`config.mk`:
```
export PLATFORM = sky130hd
export DESIGN_NAME = regfile_wb_sink
export DESIGN_NICKNAME = d
export VERILOG_FILES = /design/src/rtl/regfile_wb_sink_pkg.sv /design/src/rtl/regfile_wb_sink_cell_en.sv /design/src/rtl/regfile_wb_sink.sv
export SDC_FILE = /design/constraint.sdc
export NUM_CORES = 1
export LEC_CHECK = 0
export CORE_MARGIN = 8
export CORE_UTILIZATION = 35
export DETAILED_ROUTE_END_ITERATION = 16
export PLACE_DENSITY = 0.51
export SYNTH_ARGS = -nofsm -noshare
export SYNTH_HDL_FRONTEND = slang
export SYNTH_SLANG_ARGS = --single-unit
```
`constraint.sdc`:
```
create_clock -name clk -period 2 [get_ports clk]
set_input_delay 0.4 -clock clk [delete_from_list [all_inputs] [get_ports clk]]
set_output_delay 0.4 -clock clk [all_outputs]
set_load 0.02 [all_outputs]
```
`src/rtl/regfile_wb_sink_pkg.sv`:
```
// Shared definitions for the writeback-side architectural register file:
// default geometry, the register reset value and the register index type.
package regfile_wb_sink_pkg;

    localparam int DEF_DATA_WIDTH = 16;
    localparam int DEF_NUM_REGS   = 8;
    localparam int DEF_ADDR_WIDTH = 3;

    localparam logic [15:0] RESET_VALUE = 16'h0000;

    typedef logic [DEF_ADDR_WIDTH-1:0] regIdx_t;

endpackage

```
`src/rtl/regfile_wb_sink_cell_en.sv`:
```
// One architectural register with write enable and asynchronous active-low
// clear, plus the flag recording whether it was written since reset.
module regfile_cell_en
    import regfile_wb_sink_pkg::*;
#(
    parameter int DATA_WIDTH = DEF_DATA_WIDTH
) (
    input  logic                  clk,
    input  logic                  rst_n,
    input  logic                  wrEn,
    input  logic [DATA_WIDTH-1:0] wrData,
    output logic [DATA_WIDTH-1:0] q,
    output logic                  written
);

    // Commit the full-width write and mark the register as initialised.
    always_ff @(posedge clk or negedge rst_n) begin
        if (!rst_n) begin
            q       <= DATA_WIDTH'(RESET_VALUE);
            written <= 1'b0;
        end else if (wrEn) begin
            q       <= wrData;
            written <= 1'b1;
        end
    end

endmodule

```
`src/rtl/regfile_wb_sink.sv`:
```
// Architectural register file at the receiving end of writeback.
// One write port committed on the rising clock edge, two combinational read
// ports with per-port "never written since reset" indication, and a sticky
// err flag for writes to an index beyond NUM_REGS.
// Build option: define REGFILE_WB_BYPASS_EN to forward a same-cycle write to
// the read ports (write-before-read).
module regfile_wb_sink
    import regfile_wb_sink_pkg::*;
#(
    parameter int DATA_WIDTH = DEF_DATA_WIDTH,
    parameter int NUM_REGS   = DEF_NUM_REGS,
    parameter int ADDR_WIDTH = DEF_ADDR_WIDTH
) (
    input  logic                  clk,
    input  logic                  rst_n,
    input  logic                  WriteEn_In,
    input  logic [ADDR_WIDTH-1:0] WR_In,
    input  logic [DATA_WIDTH-1:0] WD_In,
    input  logic [ADDR_WIDTH-1:0] RR1_In,
    input  logic [ADDR_WIDTH-1:0] RR2_In,
    output logic [DATA_WIDTH-1:0] RD1_Out,
    output logic [DATA_WIDTH-1:0] RD2_Out,
    output logic                  Uninit1_Out,
    output logic                  Uninit2_Out,
    output logic                  err
);

    // armed is low from reset until the first clock edge after release, so a
    // write presented on the release edge is dropped rather than racing it.
    logic                  armed;
    logic                  commitEn;
    logic                  idxLegal;
    logic [NUM_REGS-1:0]   wrHit;
    logic [NUM_REGS-1:0]   cellWrEn;
    logic [NUM_REGS-1:0]   written;
    logic [DATA_WIDTH-1:0] regQ [NUM_REGS];
    logic [DATA_WIDTH-1:0] rd1Stored;
    logic [DATA_WIDTH-1:0] rd2Stored;
    logic                  uninit1Stored;
    logic                  uninit2Stored;

    // Open the write path on the first clock edge after reset release.
    always_ff @(posedge clk or negedge rst_n) begin
        if (!rst_n) begin
            armed <= 1'b0;
        end else begin
            armed <= 1'b1;
        end
    end

    // One-hot write decode; an index with no hit lies beyond NUM_REGS.
    always_comb begin
        wrHit = '0;
        for (int i = 0; i < NUM_REGS; i++) begin
            wrHit[i] = (WR_In == ADDR_WIDTH'(i));
        end
    end

    assign idxLegal = |wrHit;
    assign commitEn = WriteEn_In & armed;
    assign cellWrEn = wrHit & {NUM_REGS{commitEn}};

    // Sticky illegal-index flag; the write itself is discarded by the decode.
    always_ff @(posedge clk or negedge rst_n) begin
        if (!rst_n) begin
            err <= 1'b0;
        end else if (commitEn && !idxLegal) begin
            err <= 1'b1;
        end
    end

    for (genvar g = 0; g < NUM_REGS; g++) begin : gCell
        regfile_cell_en #(
            .DATA_WIDTH (DATA_WIDTH)
        ) uCell (
            .clk     (clk),
            .rst_n   (rst_n),
            .wrEn    (cellWrEn[g]),
            .wrData  (WD_In),
            .q       (regQ[g]),
            .written (written[g])
        );
    end

    // Read muxes over stored state; out-of-range indices read as unwritten 0.
    always_comb begin
        rd1Stored     = DATA_WIDTH'(RESET_VALUE);
        rd2Stored     = DATA_WIDTH'(RESET_VALUE);
        uninit1Stored = 1'b1;
        uninit2Stored = 1'b1;
        for (int i = 0; i < NUM_REGS; i++) begin
            if (RR1_In == ADDR_WIDTH'(i)) begin
                rd1Stored     = regQ[i];
                uninit1Stored = ~written[i];
            end
            if (RR2_In == ADDR_WIDTH'(i)) begin
                rd2Stored     = regQ[i];
                uninit2Stored = ~written[i];
            end
        end
    end

`ifdef REGFILE_WB_BYPASS_EN
    logic bypass1;
    logic bypass2;

    // Forward only writes that will actually commit (armed, legal index).
    always_comb begin
        bypass1 = commitEn & idxLegal & (RR1_In == WR_In);
        bypass2 = commitEn & idxLegal & (RR2_In == WR_In);
    end

    assign RD1_Out     = bypass1 ? WD_In : rd1Stored;
    assign RD2_Out     = bypass2 ? WD_In : rd2Stored;
    assign Uninit1_Out = bypass1 ? 1'b0  : uninit1Stored;
    assign Uninit2_Out = bypass2 ? 1'b0  : uninit2Stored;
`else
    assign RD1_Out     = rd1Stored;
    assign RD2_Out     = rd2Stored;
    assign Uninit1_Out = uninit1Stored;
    assign Uninit2_Out = uninit2Stored;
`endif

endmodule

```
==> impl_metrics.env, run 1 <==
export IMPL_fin_tns_setup_ps=-2130
export IMPL_max_stage_delay_ps=500
export IMPL_cp_required_ps=1600
export IMPL_crit_arrival_ps=1730
export IMPL_regArea_sq_um=3460
export IMPL_grt_pass1_vias=6395
export IMPL_violations="negative setup slack"
export IMPL_endpoint_kind="output port"
export IMPL_rsz0062_at_grt="true"
export IMPL_antenna_cells=0
export IMPL_cts_tree="built"
export IMPL_final_setup_worst_slack_ps=-132
export IMPL_critPathSlowestCell="mux4_2"
export IMPL_route_detailed_drc=0
export IMPL_ff2ff_path_depth=4
export IMPL_hold_violations=0
export IMPL_io_pins=63
export IMPL_clk_path_buf_depth=2
export IMPL_outcome="finished with violations"
export IMPL_path_class="reg2out"
export IMPL_p_int_mw=7.29
export IMPL_ir_worst_vdd_mv=0.617
export IMPL_ys_warn_count=0
export IMPL_port_buffers=62
export IMPL_setup_viol=30
export IMPL_h_tree_depth=4
export IMPL_synth_nets=647
export IMPL_wire_per_inst_microns=21.9
export IMPL_path_clk_slew_ps=60
export IMPL_dp_hpwl_microns=15400
export IMPL_timing_final_crit_period_ps=2130
export IMPL_switchingPower_mw=3.08
export IMPL_drtIter0Drc=352
export IMPL_drv_cap=0
export IMPL_n_fill_cell=1912
export IMPL_clkSinkCount=138
export IMPL_met1_length_microns=10700
export IMPL_core_area_sq_um=21700
export IMPL_cp_max_fo=3
export IMPL_wl_met3_microns=1250
export IMPL_min_path_cells=0
export IMPL_row_count=54
export IMPL_grt_use_total_pct=17.9
export IMPL_final_layout_size_suffix_gt1_share_pct=54.9
export IMPL_gp_congestion=0.824
export IMPL_finClkSkew_ps=4.16
export IMPL_synthCells=619
export IMPL_finalPower_mw=10.4
export IMPL_leakagePower_nw=4.69
export IMPL_via_per_inst=5.48
export IMPL_reg2reg_slack_ps=520
export IMPL_ant_nets=0
export IMPL_finalMaxSlewViolations=0
export IMPL_top_layer="met5"
export IMPL_p_per_area_nw_per_um2=972
export IMPL_avgSynthCellArea_sq_um=12.4
export IMPL_synth_cell_area_sq_um=7700
export IMPL_route_met2_wl_microns=11300
export IMPL_p_sw_share_pct=29.7
export IMPL_synth_seq_area_share_pct=44.8
export IMPL_synth_seq_cells=138
export IMPL_worstSetupStartpointType="flip-flop"
export IMPL_via_count=5911
export IMPL_clock_latency_ps=410
export IMPL_die_area_sq_um=27000
export IMPL_routed_wl_microns=23600
export IMPL_drt_first_pass_iters=4
export IMPL_grt_pass1_wl_microns=37200
export IMPL_syn_to_final_growth_pct=38.6
export IMPL_power_frac_seq_pct=38.0
export IMPL_combPwrFrac_pct=31.7
export IMPL_finalCritPeriodShare_pct=107
export IMPL_clockPowerShare_pct=30.3
export IMPL_grt_max_degree=46
export IMPL_nNetsFinal=814
export IMPL_cts_buffers=17
export IMPL_die_y_microns=164
export IMPL_fmax_mhz=469
export IMPL_synthDistinctLibCells=37
export IMPL_multi_input_area_sq_um=4280
export IMPL_holdCritPathClass="reg2reg"
export IMPL_die_w_microns=164
export IMPL_antenna_found_initial=1
export IMPL_initial_core_util_pct=35.5
export IMPL_grt_overflow=0
export IMPL_holdWs_ps=378
export IMPL_cts_root_buf="clkbuf_16"
export IMPL_path_cells="mux4_2, mux2_4, buf_6"
[power groups by stage]
stage               combinational (mW)  clock (mW)  sequential, mW
finish                            3.29        3.14            3.95
global route                      3.54        3.31            4.03
CTS                               3.21        3.19            3.93
detailed placement                2.97           0            3.97
global placement                  2.91           0            3.93
floorplan                         1.78           0            3.83
[repair_timing]
action / CTS / global route
gates cloned: 1 / 1
endpoints found under the setup margin: 34 / 34
hold buffers: 1 / 0
pin swaps: 31 / 19
setup buffers: 17 / 3
resized for setup: 243 / 32
hold endpoints to repair: 29 / 0
[cells in the mapped netlist (all sizes together)]
cell type / n / area, sq um
dfrtp: 138 / 3450
mux2: 133 / 1570
mux2i: 54 / 541
a21oi: 53 / 265
nor2: 37 / 154
buf: 32 / 185
mux4: 26 / 586
nand2: 25 / 93.8
clkbuf: 19 / 71.3
a22oi: 12 / 90.1
o32ai: 12 / 105
a221oi: 11 / 96.3
o31a: 11 / 96.3
a2bb2oi: 10 / 87.6
o21ai: 7 / 35.0
or2: 7 / 43.8
nor2b: 5 / 31.3
a21o: 4 / 30.0
nand2b: 4 / 25.0
o2bb2ai: 4 / 35.0
and2: 2 / 12.5
nand3: 2 / 15.0
nand3b: 2 / 27.5
o211ai: 2 / 15.0
or3: 2 / 12.5
a22o: 1 / 8.76
and3b: 1 / 8.76
clkinv: 1 / 3.75
conb: 1 / 3.75
o21a: 1 / 7.51
[registers in the layout, indices dropped and copies added, names as in the netlist]
register,count
gCell.uCell.q,128
gCell.uCell.written,8
err,1
armed,1
[layout by cell type, fill, tap and decap left out, types with 9 or more instances in the layout]
master	netlist	final
nor2_2	6	9
buf_4	3	107
nor2_1	31	28
mux4_2	26	26
clkbuf_16	0	17
a221oi_2	0	10
o31a_1	11	11
buf_12	0	25
dfrtp_1	138	134
mux2_2	115	111
a22oi_1	12	10
mux2i_1	54	54
nand2_1	25	25
buf_6	3	38
clkdlybuf4s50_1	0	21
mux2_4	18	22
a21oi_2	0	27
a21oi_1	53	25
[metrics by stage]
step           area [sq um]  setup WS [ps]  util [%]  cells
2_1_floorplan          7750           11.7         -    619
3_3_place_gp           9590           -828      44.2   1025
3_5_place_dp           9590           -854      44.2   1025
4_1_cts               10500           -143      48.6   1076
5_1_grt               10700           -194      49.2   1079
6_report              10700           -132      49.2   1079
[worst paths after layout]
check,start,to
worst min register to register,err$_DFFE_PN0P_,err$_DFFE_PN0P_
min in group asynchronous,rst_n,gCell[4].uCell.q[7]$_DFFE_PN0P_
worst max-delay path,gCell[3].uCell.q[10]$_DFFE_PN0P_,RD2_Out[10]
worst min-delay path,err$_DFFE_PN0P_,err$_DFFE_PN0P_
worst max register to register,armed$_DFF_PN0_,gCell[4].uCell.q[8]$_DFFE_PN0P_
max in group asynchronous,rst_n,gCell[5].uCell.q[14]$_DFFE_PN0P_
[layout make-up]
type | count | share of cell area, %
flip-flops and latches | 138 | 32.4
well taps | 280 | 3.28
repair buffers | 199 | 18.8
clock inverters | 11 | 1.14
clock buffers | 21 | 4.31
inverters | 1 | 0.0351
multi-input cells | 429 | 40.0
[layer usage]
metal | GRT usage, % | vias to the layer above
met5 | 0 | -
met4 | 5.69 | 2
met3 | 3.66 | 34
met2 | 29.0 | 149
met1 | 23.7 | 3054
li1 | - | 2672
[worst max-delay path: cells and delay by family (launching register included)]
kind / cells / cell delay (ps)
muxes: 2 / 790
DFF: 1 / 400
buffers and inverters: 1 / 130
[kinds of logic after synthesis]
family | after synthesis | share of synthesized area, %
compound gates | 128 | 11.3
mux | 213 | 34.9
flops | 138 | 44.8
buf+inv | 52 | 3.38
other cells | 1 | 0.0487
simple gates | 87 | 5.50
Note: power is estimated with default switching activity, not from simulation.
==> run 2: changes to the inputs <==
- clock period: 2 -> 1.8 ns (I/O delays scaled with it)
==> run 2 against run 1 <==
The run still ends with negative setup slack left. Die area is the same. Wire length grew 1.6%. Register-to-register slack lost 230 ps. Largest cell class unchanged. Highest routed layer is now met4.
==> impl_metrics.env, run 2 (synthesis gave the netlist of run 1 again) <==
export IMPL_core_area_sq_um=21700
export IMPL_antenna_found_initial=0
export IMPL_timing_final_crit_period_ps=2090
export IMPL_finalCritPeriodShare_pct=116
export IMPL_largest_register="gCell.uCell.q"
export IMPL_grt_pass1_vias=6548
export IMPL_outcome="finished with violations"
export IMPL_via_per_inst=5.42
export IMPL_worstSetupStartpointType="flip-flop"
export IMPL_drt_first_pass_iters=4
export IMPL_drtIter0Drc=341
export IMPL_row_count=54
export IMPL_endpoint_kind="output port"
export IMPL_cts_root_buf="clkbuf_16"
export IMPL_fmax_mhz=479
export IMPL_path_clk_slew_ps=60
export IMPL_holdCritPathClass="reg2reg"
export IMPL_final_setup_worst_slack_ps=-289
export IMPL_via_count=5924
export IMPL_antenna_cells=0
export IMPL_die_area_sq_um=27000
export IMPL_gp_congestion=0.813
export IMPL_rsz0062_at_grt="true"
export IMPL_largest_reg_flops=128
export IMPL_crit_arrival_ps=1730
export IMPL_die_w_microns=164
export IMPL_violations="negative setup slack"
export IMPL_cp_required_ps=1440
export IMPL_setup_viol=34
export IMPL_timing_critical_path_buf_inv=1
export IMPL_ant_nets=0
export IMPL_finalMaxSlewViolations=0
export IMPL_grt_overflow=0
export IMPL_syn_to_final_growth_pct=40.9
export IMPL_route_detailed_drc=0
export IMPL_design_area_sq_um=10900
export IMPL_finalPower_mw=11.8
export IMPL_utilization_pct=50.0
export IMPL_grt_max_degree=57
export IMPL_h_tree_depth=4
export IMPL_cts_buffers=17
export IMPL_drv_cap=0
export IMPL_cts_tree="built"
export IMPL_instances_no_fill=1093
export IMPL_final_common_cell="dfrtp_1"
export IMPL_initial_core_util_pct=35.5
export IMPL_port_buffers=62
export IMPL_grt_use_total_pct=18.5
export IMPL_clock_latency_ps=420
export IMPL_clkSinkCount=138
export IMPL_final_layout_size_suffix_gt1_share_pct=56.7
export IMPL_routed_wl_microns=24000
export IMPL_critPathSlowestCell="mux4_2"
export IMPL_die_y_microns=164
export IMPL_placed_area_sq_um=9840
export IMPL_max_stage_delay_ps=490
export IMPL_final_cell_mix="dfrtp_1, buf_4, mux2_2, mux2i_1, buf_6"
export IMPL_dp_hpwl_microns=15400
export IMPL_clk_path_buf_depth=2
export IMPL_hold_violations=0
export IMPL_io_pins=63
export IMPL_wire_per_inst_microns=22.0
export IMPL_nNetsFinal=828
export IMPL_critPathMostFrequentCell="a21oi_2"
export IMPL_grt_pass1_wl_microns=38000
export IMPL_leakagePower_nw=4.79
export IMPL_top_regs="gCell.uCell.q x128, gCell.uCell.written x8"
export IMPL_path_delay_family="multiplexers"
export IMPL_path_cells="mux4_2, a21oi_2, a21oi_2, buf_6"
export IMPL_path_class="reg2out"
export IMPL_holdWs_ps=383
export IMPL_dp_cells=1048
export IMPL_cp_max_fo=5
export IMPL_p_per_area_nw_per_um2=1090
export IMPL_finClkSkew_ps=6.79
export IMPL_ir_worst_vdd_mv=0.473
run 2: changes by cell type in the layout (fill, tap and decap cells not counted), moves of 2 or more:
cell        delta
a21oi_2        +2
a22oi_1        -3
a22oi_2        +3
buf_2          -2
buf_4         +15
clkinvlp_4     -2
dfrtp_1        -2
dfrtp_2        +2
mux2i_1        -2
nor2_1         -2
nor2_2         +2
run 2: metrics by stage:
stage,setup WS [ps],setup TNS [ps]
after detailed placement,-929,-53420
after floorplan,-3.36,-16.2
final,-289,-7400
after global routing,-352,-9620
after CTS,-294,-7920
after global placement,-924,-49810
run 2: worst paths after layout:
check | cells past startpoint | to | start | slack [ps]
setup / recovery | 4 | RD1_Out[2] | gCell[2].uCell.q[2]$_DFFE_PN0P_ | -290
hold / removal | 0 | err$_DFFE_PN0P_ | err$_DFFE_PN0P_ | 380
setup reg to reg | 4 | gCell[4].uCell.q[13]$_DFFE_PN0P_ | armed$_DFF_PN0_ | 290
hold reg to reg | 0 | err$_DFFE_PN0P_ | err$_DFFE_PN0P_ | 380
max in group asynchronous | 3 | gCell[2].uCell.q[13]$_DFFE_PN0P_ | rst_n | 760
min in group asynchronous | 2 | gCell[4].uCell.q[7]$_DFFE_PN0P_ | rst_n | 390
run 2: layout make-up:
type / count / area [sq um]
Clock inverter: 11 / 145
Timing Repair Buffer: 213 / 2140
Multi-Input combinational cell: 429 / 4290
Fill cell: 1886 / 10800
Inverter: 1 / 3.75
Tap cell: 280 / 350
Sequential cell: 138 / 3460
Clock buffer: 21 / 460
run 2: power by group:
part	switching (mW)	total (mW)	internal [mW]
Combinational	1.53	3.82	2.29
Sequential	0.548	4.36	3.82
Clock	1.40	3.65	2.25
Total	3.48	11.8	8.36
run 2: per-layer routing:
layer | vias to the layer above | share of wire (%) | track usage (%)
li1 | 2699 | - | -
met1 | 3054 | 45 | 23.7
met2 | 138 | 49 | 31.1
met3 | 33 | 4.5 | 4.09
met4 | 0 | 1.5 | 4.79
met5 | - | 0 | 0
run 2: worst reg2reg max path: cells and delay by family (launching register included):
family	cells	cell delay, ps
mux	1	330
flops	1	390
simple gates	2	480
buf+inv	1	200
run 2: timing repair:
action | CTS | global route
gates resized for setup | 254 | 17
pin swaps | 33 | 9
hold endpoints to repair | 30 | 0
hold buffers | 1 | 0
setup endpoints to repair | 34 | 35
setup buffers | 7 | 4
gates cloned | 1 | 0
==> run 3: changes to the inputs <==
- CORE_ASPECT_RATIO: default -> 1.2
- REMOVE_ABC_BUFFERS: default -> 1
==> run 3 against run 2 <==
The flow still finishes with violations (negative setup slack). Sequential share of layout area down 0.12 points. Die area barely moved. Via count grew 2.8%. Combinational power barely moved. Design area is 0.26% higher. First-iteration DRC count fell by 8.8%. Final cell count increased by 1.0%. Critical endpoint is now RD2_Out[6]. Global-route usage is 0.77 points higher. Count of clock-buffer cells in the layout is 4 lower. Wire length grew 4.3%. Largest power group unchanged. Clock power fell by 5.5%.
==> impl_metrics.env, run 3 (synthesis gave the netlist of run 1 again) <==
export IMPL_clkSinkCount=138
export IMPL_path_class="reg2out"
export IMPL_via_per_inst=5.52
export IMPL_cts_tree="built"
export IMPL_drv_cap=0
export IMPL_drtIter0Drc=311
export IMPL_finClkSkew_ps=6.38
export IMPL_regArea_sq_um=3460
export IMPL_clk_path_buf_depth=2
export IMPL_core_area_sq_um=21600
export IMPL_final_cell_mix="buf_4, dfrtp_1, mux2_2, mux2i_1, buf_6"
export IMPL_largest_register="gCell.uCell.q"
export IMPL_endpoint_kind="output port"
export IMPL_gp_congestion=0.836
export IMPL_initial_core_util_pct=35.6
export IMPL_die_y_microns=179
export IMPL_top_regs="gCell.uCell.q x128, gCell.uCell.written x8"
export IMPL_grt_max_degree=50
export IMPL_antenna_cells=0
export IMPL_final_layout_size_suffix_gt1_share_pct=57.0
export IMPL_hold_violations=0
export IMPL_timing_critical_path_buf_inv=1
export IMPL_final_common_cell="buf_4"
export IMPL_holdCritPathClass="in2async"
export IMPL_path_clk_slew_ps=70
export IMPL_row_count=59
export IMPL_p_per_area_nw_per_um2=1070
export IMPL_largest_reg_flops=128
export IMPL_routed_wl_microns=25000
export IMPL_multi_input_area_sq_um=4300
export IMPL_die_w_microns=151
export IMPL_drt_first_pass_iters=4
export IMPL_cts_root_buf="clkbuf_16"
export IMPL_nNetsFinal=845
export IMPL_holdWs_ps=384
export IMPL_setup_viol=34
export IMPL_grt_pass1_wl_microns=39200
export IMPL_io_pins=63
export IMPL_leakagePower_nw=4.85
export IMPL_cp_max_fo=2
export IMPL_ant_nets=0
export IMPL_antenna_found_initial=0
export IMPL_grt_overflow=0
export IMPL_finalCritPeriodShare_pct=117
export IMPL_finalPower_mw=11.6
export IMPL_critPathSlowestCell="mux4_2"
export IMPL_timing_final_crit_period_ps=2110
export IMPL_h_tree_depth=4
export IMPL_reg2reg_slack_ps=290
export IMPL_die_area_sq_um=27000
export IMPL_path_cells="mux4_2, mux2_4, buf_6"
export IMPL_rsz0062_at_grt="true"
export IMPL_cp_depth=3
export IMPL_ff2ff_path_depth=5
export IMPL_via_count=6091
export IMPL_grt_use_total_pct=19.3
export IMPL_grt_pass1_vias=6722
export IMPL_fmax_mhz=473
export IMPL_crit_arrival_ps=1750
export IMPL_cp_required_ps=1440
export IMPL_ir_worst_vdd_mv=0.630
export IMPL_worstSetupStartpointType="flip-flop"
export IMPL_dp_hpwl_microns=16400
export IMPL_final_setup_worst_slack_ps=-313
export IMPL_reg2reg_to="gCell[3].uCell.q[10]$_DFFE_PN0P_"
export IMPL_n_fill_cell=1902
export IMPL_clock_latency_ps=420
export IMPL_wire_per_inst_microns=22.7
export IMPL_max_stage_delay_ps=490
export IMPL_utilization_pct=50.3
export IMPL_post_place_ws_ps=-1020
export IMPL_route_detailed_drc=0
export IMPL_syn_to_final_growth_pct=41.2
export IMPL_cts_buffers=17
export IMPL_finalMaxSlewViolations=0
export IMPL_violations="negative setup slack"
export IMPL_port_buffers=62
export IMPL_path_delay_family="multiplexers"
export IMPL_outcome="finished with violations"
export IMPL_r2r_start="armed$_DFF_PN0_"
## run 3: cell types whose count changed in the layout (fill, tap and decap cells not counted), sizes merged, moves of 2 or more
cell / change
inv: +8
bufinv: -2
clkbuf: -4
buf: +18
## run 3: report_power, final
group,leakage (nW),internal [mW],switching [mW]
Clock,0.278,1.95,1.51
Combinational,2.89,2.28,1.56
Sequential,1.67,3.81,0.537
## run 3: repair_timing
item                                    in CTS  in global routing
buffers inserted                            15                  6
hold buffers                                 1                  0
hold endpoints to repair                    24                  0
endpoints found under the setup margin      34                 34
gates cloned                                 1                  1
pin swaps                                   30                 20
resized for setup                          248                 41
## run 3: how the worst max path moves through the flow
stage                                                 from           to  slack [ps]
after global placement                           RR2_In[2]  Uninit2_Out       -1070
final                      gCell[0].uCell.q[6]$_DFFE_PN0P_   RD2_Out[6]        -310
after floorplan                                  RR2_In[2]   RD2_Out[0]          10
after detailed placement                         RR2_In[2]  Uninit2_Out       -1020
after CTS                  gCell[0].uCell.q[6]$_DFFE_PN0P_   RD2_Out[6]        -320
after global routing      gCell[2].uCell.q[15]$_DFFE_PN0P_  RD2_Out[15]        -360
## run 3: layer usage
layer  vias up  share of wire [%]  track usage (%)
li1       2745                  -                -
met3        44                4.2             3.63
met2       149                 51             32.9
met5         -                  0                0
met1      3153                 42             23.5
met4         0                2.9             7.27
## run 3: area by class of cell
class                      count  area share [%]
multi-input combinational    429            39.5
inverter                       1          0.0460
sequential                   138            31.8
timing repair buffer         230            20.2
clock inverter                15            1.40
clock buffer                  17            3.91
tap                          274            3.15
## run 3: metrics by stage
step           instances  TNS, ps  area [sq um]
6_report            1104    -7490         10900
3_3_place_gp        1048   -53550          9740
5_1_grt             1104    -9800         10900
2_1_floorplan        568        0          7450
4_1_cts             1097    -8270         10700
3_5_place_dp        1048   -55500          9740
## run 3: worst register-to-register path, stage by stage (launching register included)
cell,delay (ps)
dfrtp_1,400
nand3b_4,90
buf_4,150
nor2_2,150
buf_12,210
mux2_2,380
